[src/rtl/freq_meter.sv]
// Gated frequency meter: counts rising edges of an asynchronous input
// over a fixed window of system clock cycles, one-shot or back-to-back.
module freq_meter #(
    parameter int GATE_CYCLES = 50_000_000,
    parameter int GATE_W      = 26,
    parameter int RES_W       = 24
) (
    input  logic             c,
    input  logic             reset,
    input  logic             sig_in,
    input  logic             start,
    input  logic             continuous,
    output logic             busy,
    output logic [RES_W-1:0] freq,
    output logic             valid,
    output logic             overflow
);

    localparam logic [1:0] IDLE    = 2'd0;
    localparam logic [1:0] MEASURE = 2'd1;
    localparam logic [1:0] DONE    = 2'd2;

    localparam logic [GATE_W-1:0] GATE_LAST = GATE_W'(GATE_CYCLES - 1);

    logic [1:0]        state;
    logic [1:0]        state_nxt;
    logic              sync1;
    logic              sync2;
    logic              sync3;
    logic              rise;
    logic [GATE_W-1:0] gate_cnt;
    logic [RES_W-1:0]  edge_cnt;
    logic [RES_W-1:0]  edge_nxt;
    logic              sat;
    logic              sat_nxt;
    logic              edge_full;
    logic              gate_last;
    logic              arm;
    logic              finish;

    assign rise      = sync2 & ~sync3;
    assign edge_full = &edge_cnt;
    assign gate_last = (gate_cnt == GATE_LAST);

    // Saturating edge count including this cycle's rise.
    always_comb begin
        edge_nxt = edge_cnt;
        sat_nxt  = sat;
        if (rise) begin
            if (edge_full) begin
                sat_nxt = 1'b1;
            end else begin
                edge_nxt = edge_cnt + 1'b1;
            end
        end
    end

    // Next-state logic; arm marks a transition into a fresh window.
    always_comb begin
        state_nxt = state;
        arm       = 1'b0;
        finish    = 1'b0;
        case (state)
            IDLE: begin
                if (start || continuous) begin
                    state_nxt = MEASURE;
                    arm       = 1'b1;
                end
            end
            MEASURE: begin
                if (gate_last) begin
                    state_nxt = DONE;
                    finish    = 1'b1;
                end
            end
            DONE: begin
                if (continuous) begin
                    state_nxt = MEASURE;
                    arm       = 1'b1;
                end else begin
                    state_nxt = IDLE;
                end
            end
            default: begin
                state_nxt = IDLE;
            end
        endcase
    end

    // Two-flop synchronizer plus a delay flop for rising-edge detection.
    always_ff @(posedge c) begin
        if (reset) begin
            sync1 <= 1'b0;
            sync2 <= 1'b0;
            sync3 <= 1'b0;
        end else begin
            sync1 <= sig_in;
            sync2 <= sync1;
            sync3 <= sync2;
        end
    end

    // State register.
    always_ff @(posedge c) begin
        if (reset) begin
            state <= IDLE;
        end else begin
            state <= state_nxt;
        end
    end

    // Gate counter, edge counter and saturation flag.
    always_ff @(posedge c) begin
        if (reset) begin
            gate_cnt <= '0;
            edge_cnt <= '0;
            sat      <= 1'b0;
        end else if (arm) begin
            gate_cnt <= '0;
            edge_cnt <= '0;
            sat      <= 1'b0;
        end else if (state == MEASURE) begin
            gate_cnt <= gate_cnt + 1'b1;
            edge_cnt <= edge_nxt;
            sat      <= sat_nxt;
        end
    end

    // Result registers, updated only when a window completes.
    always_ff @(posedge c) begin
        if (reset) begin
            freq     <= '0;
            overflow <= 1'b0;
        end else if (finish) begin
            freq     <= edge_nxt;
            overflow <= sat_nxt;
        end
    end

    assign busy  = (state != IDLE);
    assign valid = (state == DONE);

endmodule

[config.mk]
export PLATFORM = sky130hd
export DESIGN_NAME = freq_meter
export DESIGN_NICKNAME = d
export VERILOG_FILES = /design/src/rtl/freq_meter.sv
export SDC_FILE = /design/constraint.sdc
export NUM_CORES = 1
export LEC_CHECK = 0
export ABC_AREA = 1
export ABC_CLOCK_PERIOD_IN_PS = 1900
export CAP_MARGIN = 0
export CORE_MARGIN = 3
export CORE_UTILIZATION = 50
export CTS_CLUSTER_SIZE = 25
export DETAILED_ROUTE_END_ITERATION = 10
export GPL_TIMING_DRIVEN = 0
export PLACE_DENSITY_LB_ADDON = 0.05
export SKIP_LAST_GASP = 1
export SYNTH_ARGS = -nofsm -noshare
export SYNTH_HDL_FRONTEND = slang
export SYNTH_SLANG_ARGS = --single-unit
[constraint.sdc]
create_clock -name c -period 1.9 [get_ports c]
set_clock_uncertainty 0.05 [all_clocks]
set_input_delay 0.19 -clock c [delete_from_list [all_inputs] [get_ports c]]
set_output_delay 0.19 -clock c [all_outputs]
set_load 0.02 [all_outputs]
## Yosys cells after proc, flatten, opt, wreduce, memory -nomap -nowiden

Cells that the tools add are included.

| storage, ports and cells | value |
|---|---|
| input bits | 5 |
| register bits after elaboration | 81 |

| operators by class | value |
|---|---|
| equality and inequality tests | 5 |
| mux-type cells | 13 |
| $add $sub $neg | 2 |
| bitwise gates (word level) | 2 |
| reduce and logical (&&, ||, !) cells | 6 |

Operator list:

| cell | count |
|---|---|
| 24-bit two-way mux | 2 |
| 26-bit by 1-bit adder with 26-bit output, second input constant | 1 |
| 26-bit equality test, second input constant | 1 |
| 24-bit by 1-bit adder with 24-bit output, second input constant | 1 |
| 24-bit AND reduction | 1 |
| 1-bit two-way mux | 7 |
| 2-bit case mux with 3 select lines | 1 |
| 2-bit two-way mux | 2 |
| 2-bit != test, second input constant | 2 |
| 2-bit by 1-bit equality test with 1-bit output, second input constant | 1 |
| 2-bit equality test, second input constant | 1 |
| 2-bit zero test | 1 |
| 1-bit case mux with 2 select lines | 1 |
| 2-bit AND reduction | 1 |
| 2-bit nonzero test | 1 |
| 2-bit OR reduction | 1 |
| 1-bit bitwise AND | 1 |
| 1-bit logical OR | 1 |
| 1-bit inverter | 1 |

## Logic depth before layout (Yosys ltp)

Gate-level depths: netlist of the first run.

| logic depth | value |
|---|---|
| depth in word-level cells | 4 |
| depth in mapped cells | 12 |
| gate-level depth less buffers | 12 |

## Worst setup path after synthesis of the first run

OpenSTA, ideal clock, no wires.

| path | value |
|---|---|
| path type | reg2reg |
| start | register gate_cnt[0] |
| end | register gate_cnt[22] |
| required time | 1.737 ns |
| setup time | 0.113 ns |
| clock period less this slack | 1.687 ns |
| slack | 0.213 ns |
| arrival | 1.524 ns |
| stages on the path, launching flop included | 11 |
| path through | dfxtp_1 -> ha_1 -> nand3_1 -> nor2_2 -> nand2_2 -> nor2_2 -> nand2_1 -> nor2_2 -> nand2_1 -> o21ai_1 -> nor2_1 |

| on the way | value |
|---|---|
| word-level cells in the longest chain between the ends | 1 |

RTL lines:

| item | line | text |
|---|---|---|
| from (decl) | 31 | `logic [GATE_W-1:0] gate_cnt;` |
| from (signal assigned) | 123 | `gate_cnt <= gate_cnt + 1'b1;` |
| 26-bit by 1-bit adder with 26-bit output | 123 |  |

Every way passes these cells.
A chain may end at the register's enable or synchronous reset.

## Final worst setup path of the first run

| path | value |
|---|---|
| start | register state[1] |
| end | output valid |

| on the way | value |
|---|---|
| word-level cells in the longest chain between the ends | 1 |

RTL lines:

| item | line | text |
|---|---|---|
| from (decl) | 25 | `logic [1:0] state;` |
| from (signal assigned) | 108 | `state <= state_nxt;` |
| 2-bit equality test | 141 | `assign valid = (state == DONE);` |
| to (decl) | 15 | `output logic valid,` |

Every way passes these cells.

==> results of run 1 <==
cell families (layout without fill, tap and decap cells):
family / Yosys count / after routing / share of synthesized area (%)
fa+ha+maj: 2 / 2 / 0.525
xor+xnor: 7 / 7 / 1.29
buf+inv: 168 / 231 / 14.4
compound gates: 83 / 83 / 10.3
simple gates: 397 / 397 / 39.4
flops: 81 / 81 / 34.0
per-stage QoR:
step           TNS [ns]  util, %  instances
2_1_floorplan         0        -        738
3_3_place_gp      -5.63     58.3        895
3_5_place_dp      -6.75     58.3        895
4_1_cts               0     61.0        915
5_1_grt          -0.118     63.2        927
6_report              0     63.2        927
metal layers:
layer | GRT usage, % | vias to the layer above | part of all wire, %
met3 | 6.09 | 13 | 7.2
met5 | 0 | - | 0
met2 | 38.1 | 148 | 46
li1 | - | 2439 | -
met4 | 5.03 | 0 | 1.1
met1 | 30.2 | 2245 | 45
flip-flops by register name (all words and copies together), names as in the netlist:
name / flops
gate_cnt: 26
edge_cnt: 24
freq: 24
state: 2
overflow: 1
sat: 1
sync1: 1
sync2: 1
sync3: 1
cell usage in the layout, fill, tap and decap left out, types with 3 or more instances in the layout:
cell type	count
a21oi_1	45
clkbuf_2	3
clkdlybuf4s50_1	31
clkbuf_8	9
buf_6	5
clkbuf_1	7
nor2_2	11
nor2_1	57
buf_2	4
nor3_1	8
o21ai_0	12
nand4_1	23
dfxtp_4	3
nor4_1	3
xor2_1	7
dfxtp_1	73
dfxtp_2	5
buf_4	15
nand2_2	9
inv_6	4
a21oi_2	19
inv_2	4
o21ai_1	5
buf_1	3
nor2_4	11
nand2_1	170
inv_1	140
nand3_2	9
nand3_1	88
what timing repair did:
action / in CTS / in global routing
endpoints found under the hold margin: 0 / 0
cloned: 0 / 1
endpoints found under the setup margin: 47 / 55
gates resized for setup: 7 / 34
pin swaps: 3 / 5
setup buffers: 4 / 11
hold buffers: 0 / 0
power breakdown:
group	switching [mW]	internal, mW
Clock	0.750	0.504
Sequential	0.0437	1.73
Combinational	0.202	0.0973
layout make-up:
class,count,area [um2]
Buffer,23,144
Clock buffer,9,124
Clock inverter,7,60.1
Fill cell,873,3300
Inverter,145,549
Multi-Input combinational cell,489,2560
Sequential cell,81,1640
Tap cell,126,158
Timing Repair Buffer,47,443
tightest hold or removal path, stage by stage:
cell and delay (ns):
clkdlybuf4s50_1 0.39, inv_1 0.05, nor2_1 0.03
how the worst min path moves through the flow:
| stage | slack, ns | to | depth (start not counted) | start |
|---|---|---|---|---|
| floorplan | 0.25 | sync1 | 2 | sig_in |
| detailed placement | 0.35 | sync2 | 2 | sync1 |
| global route | 0.26 | sync1 | 3 | sig_in |
| finish | 0.28 | sync1 | 3 | sig_in |
| CTS | 0.26 | sync1 | 3 | sig_in |
| global placement | 0.34 | sync2 | 2 | sync1 |
==> metrics.csv, run 1 <==
stage,metric,value,unit
routing,antenna-violating nets left,0,
die,Initial Utilization,53.1,%
critical_path,crit path max fanout,3,
routing,# DRC,0,
pwr,peak supply drop,0.000536,V
clocking,Max Root-Sink Buffers,2,
routing,drt total wl,12700,um
critical_path,worst r2r src,gate_cnt[0],
grt,global-route wire length before repair,20600,um
logic_synthesis,number of flops mapped to enable cells by yosys,0,
clocking,clk_lat worst skew,0.36,ns
timing,hold slack,0.276,ns
critical_path,stages on the worst setup path,3,
routing,wire length per cell,13.7,um
timing,Slew headroom,51.1,%
routing,vias per inst,5.23,
logic_synthesis,post-synth cell types,30,
run_status,status,"finished, final reports clean",
logic_synthesis,flip-flop and latch count after synthesis,81,
timing,Worst Max-Slew Pin Slew,0.734,ns
critical_path,depth of the most critical reg-to-reg path,10,
critical_path,"Cell Chain, Critical Path",inv_1 > nor2_1 > clkdlybuf4s50_1,
critical_path,CP max stage cell,clkdlybuf4s50_1,
clocking,clock-pin slew on the worst setup and hold paths,0.10,ns
timing,Max Fclk,557,MHz
timing,# setup viols final,0,
logic_synthesis,top cell type's share of synthesized area,34.0,%
logic_synthesis,Post-synth top cells,"nand2_1, inv_1, nand3_1, dfxtp_1, nor2_1",
critical_path,CP Class,register to output port,
clocking,CTS Buf Count,9,
die,Site Rows,34,
min_path,Min-Delay Path Class,primary input to register,
pwr,PwrDens,586,mW/mm2
placed_design,Placed Area,0.00523,mm2
die,die area,0.0107,mm2
die,die height,104,um
critical_path,CP endpoint kind,output port,
logic_synthesis,asr flop ratio synth,0,%
logic_synthesis,Synth Net Count,745,
logic_synthesis,Synth Instances,738,
die,# IOs,32,
critical_path,"Req. time, crit path",1.66,ns
grt,total global routing overflow,0,
critical_path,reg2reg end,gate_cnt[22],
logic_synthesis,Mapped Area,0.00476,mm2
timing,final hold violation count,0,
logic_synthesis,top-count cell post-synth,nand2_1,
grt,GRT Total Usage,23.0,%
cells_and_area,post-route cell area,0.00567,mm2
logic_synthesis,post-synth top area cell,dfxtp_1,
timing,final period utilization,94.5,%
routing,DR pass1 iterations,5,
die,die width,104,um
timing,minimum clock period,1.80,ns
pwr,leak pwr,2.30,nW
clocking,Clock Sinks,81,
timing,"Worst Setup Slack, final",0.104,ns
logic_synthesis,YS warnings,0,
logic_synthesis,ys flop type,dfxtp_1,
critical_path,crit path capture,valid,
routing,via count,4845,
placed_design,post-placement setup slack,-0.284,ns
die,core area,0.00898,mm2
flow_run,Max-Cap Viols,0,
timing,"Slew Viols, Final",0,
cells_and_area,fraction of layout cells with a size suffix above 1,15.9,%
critical_path,CP Launch Type,register,
critical_path,"Arr. time, crit path",1.56,ns
grt,pin count of the biggest net entering global routing,17,
cells_and_area,nets,803,
cells_and_area,antenna diode count,0,
timing,RSZ-0062 raised after global routing,true,
critical_path,crit-path leading delay family,buffers and inverters,
critical_path,flop-to-flop setup slack,0.11,ns
critical_path,Buf/Inv on CP,2,
logic_synthesis,"Seq/Total Area, Yosys",34.0,%
clocking,Root Driver,clkbuf_8,
cells_and_area,P&R area growth vs syn,19.1,%
grt,initial antenna violation count,0,
clocking,CTS tree,built,
clocking,# H-tree levels,3,
logic_synthesis,syn avg cell area,6.46,um2
pwr,Pwr Total,3.33,mW
placed_design,Post-DP HPWL,9270,um
placed_design,port buffer count,31,
routing,number of DRC markers in iteration 0,295,
grt,vias in the first global route,4487,
placed_design,routability cong.,0.955,
logic_synthesis,main area contributors after synthesis,"dfxtp_1, nand2_1, inv_1, nand3_1, nor2_1",
critical_path,Critical Path Start,state[1],
critical_path,max incr delay on CP,0.61,ns
(Power assumes the default switching activity.)
==> run 2, diff against run 1 <==
--- a/config.mk
+++ b/config.mk
@@ -12,6 +12,7 @@
 export CORE_UTILIZATION = 50
 export CTS_CLUSTER_SIZE = 25
 export DETAILED_ROUTE_END_ITERATION = 10
+export GPL_ROUTABILITY_DRIVEN = 0
 export GPL_TIMING_DRIVEN = 0
 export PLACE_DENSITY_LB_ADDON = 0.05
 export SKIP_LAST_GASP = 1
==> metrics.csv, run 2 (synthesis gave the netlist of run 1 again) <==
stage,metric,value,unit
timing,Slew headroom,52.8,%
pwr,Pwr Total,3.71,mW
flow_run,Max-Cap Viols,0,
min_path,worst hold path stage count,3,
die,# IOs,32,
routing,wire length per cell,13.5,um
die,die width,104,um
pwr,PwrDens,651,mW/mm2
min_path,HP Start,sig_in,
clocking,Root Driver,clkbuf_8,
die,Initial Utilization,53.1,%
clocking,clock-pin slew on the worst setup and hold paths,0.08,ns
grt,initial antenna violation count,0,
pwr,peak supply drop,0.000473,V
clocking,clk_lat worst skew,0.36,ns
placed_design,port buffer count,31,
min_path,Min-Delay Path Class,primary input to register,
critical_path,worst r2r src,gate_cnt[16],
critical_path,max incr delay on CP,0.38,ns
grt,vias in the first global route,4391,
clocking,CTS tree,built,
timing,final period utilization,94.4,%
critical_path,CP max stage cell,dfxtp_1,
routing,drt total wl,12400,um
die,core area,0.00898,mm2
timing,RSZ-0062 raised after global routing,true,
grt,global-route wire length before repair,20700,um
routing,DR pass1 iterations,5,
cells_and_area,Largest Register,gate_cnt,
routing,# DRC,0,
run_status,status,"finished, final reports clean",
routing,number of DRC markers in iteration 0,398,
cells_and_area,"commonest cells after routing, fill and taps aside","nand2_1, inv_1, nand3_1, dfxtp_1, nor2_1",
timing,minimum clock period,1.79,ns
critical_path,flop-to-flop setup slack,0.11,ns
routing,vias per inst,5.27,
timing,# setup viols final,0,
clocking,# hold bufs at CTS,0,
cells_and_area,antenna diode count,0,
grt,pin count of the biggest net entering global routing,14,
routing,via count,4861,
cells_and_area,nets,801,
critical_path,crit path max fanout,10,
clocking,CTS Buf Count,9,
critical_path,"Arr. time, crit path",2.01,ns
critical_path,CP endpoint kind,register,
min_path,Hold EP,sync1,
timing,final hold violation count,0,
critical_path,"Req. time, crit path",2.11,ns
critical_path,CP Launch Type,register,
routing,antenna-violating nets left,0,
placed_design,post-placement setup slack,-0.292,ns
grt,total global routing overflow,0,
clocking,# H-tree levels,3,
critical_path,"Cell Chain, Critical Path",nor2_2 > nand4_1 > nor3_4 > nand3_4 > clkinv_4 > buf_8 > nand3_1 > nand2_1 > inv_1,
pwr,leak pwr,2.30,nW
critical_path,CP Class,register to register,
critical_path,depth of the most critical reg-to-reg path,9,
cells_and_area,P&R area growth vs syn,19.5,%
cells_and_area,fraction of layout cells with a size suffix above 1,15.2,%
cells_and_area,post-route cell area,0.00570,mm2
placed_design,Post-DP HPWL,8910,um
placed_design,Placed Area,0.00523,mm2
cells_and_area,Largest regs,"gate_cnt: 26 flops, edge_cnt: 24 flops, freq: 24 flops",
die,die area,0.0107,mm2
die,die height,104,um
grt,GRT Total Usage,23.0,%
cells_and_area,most common library cell in the layout ignoring fill and taps,nand2_1,
critical_path,reg2reg end,freq[20],
cells_and_area,max reg flops,26,
timing,"Worst Setup Slack, final",0.106,ns
timing,Max Fclk,557,MHz
timing,"Slew Viols, Final",0,
clocking,Max Root-Sink Buffers,2,
clocking,Clock Sinks,81,
timing,Worst Max-Slew Pin Slew,0.708,ns
die,Site Rows,34,
==> run 2: area by class of cell <==
type / instances / area (um2)
Clock buffer: 9 / 124
Clock inverter: 5 / 129
Buffer: 23 / 144
Sequential cell: 81 / 1640
Tap cell: 126 / 158
Inverter: 145 / 549
Multi-Input combinational cell: 490 / 2540
Fill cell: 852 / 3280
Timing Repair Buffer: 44 / 408
==> run 2: report_power, final <==
group	internal, mW	total [mW]	switching [mW]
Sequential	1.73	1.77	0.0446
Combinational	0.0980	0.299	0.201
Clock	0.997	1.64	0.642
Total	2.82	3.71	0.888
==> run 2: worst max-delay path by stage <==
stage	to	slack, ns	depth (start not counted)	start
CTS	freq[15]	0.006	9	gate_cnt[0]
finish	freq[20]	0.11	9	gate_cnt[16]
global placement	state[1]	-0.30	4	reset
floorplan	gate_cnt[22]	0.21	10	gate_cnt[0]
detailed placement	state[1]	-0.29	4	reset
global route	freq[6]	-0.03	9	gate_cnt[16]
==> run 2: worst max-delay path, delay by kind of cell, from the launching register on <==
| family | cells | cell delay [ns] |
|---|---|---|
| buf+inv | 3 | 0.28 |
| flops | 1 | 0.38 |
| simple gates | 6 | 0.98 |
==> run 2: stage by stage <==
stage                     util (%)  hold slack (ns)  instances  TNS, ns
final                         63.5            0.291        923        0
after global routing          63.5            0.288        923   -0.190
after CTS                     61.4            0.279        910        0
after detailed placement      58.3            0.350        895    -6.16
after global placement        58.3            0.341        895    -5.37
after floorplan                  -            0.247        738        0
==> run 2: metal layers <==
layer / vias up / share of wire, % / global-route usage (%)
li1: 2428 / - / -
met1: 2240 / 47 / 31.9
met2: 180 / 46 / 37.2
met3: 13 / 6.4 / 2.99
met4: 0 / 1.1 / 6.93
met5: - / 0 / 0
==> run 2: repair_timing <==
action / in CTS / in global routing
pin swaps: 2 / 8
setup endpoints to repair: 43 / 56
cloned: 0 / 1
gates resized for setup: 6 / 30
setup buffers: 1 / 12
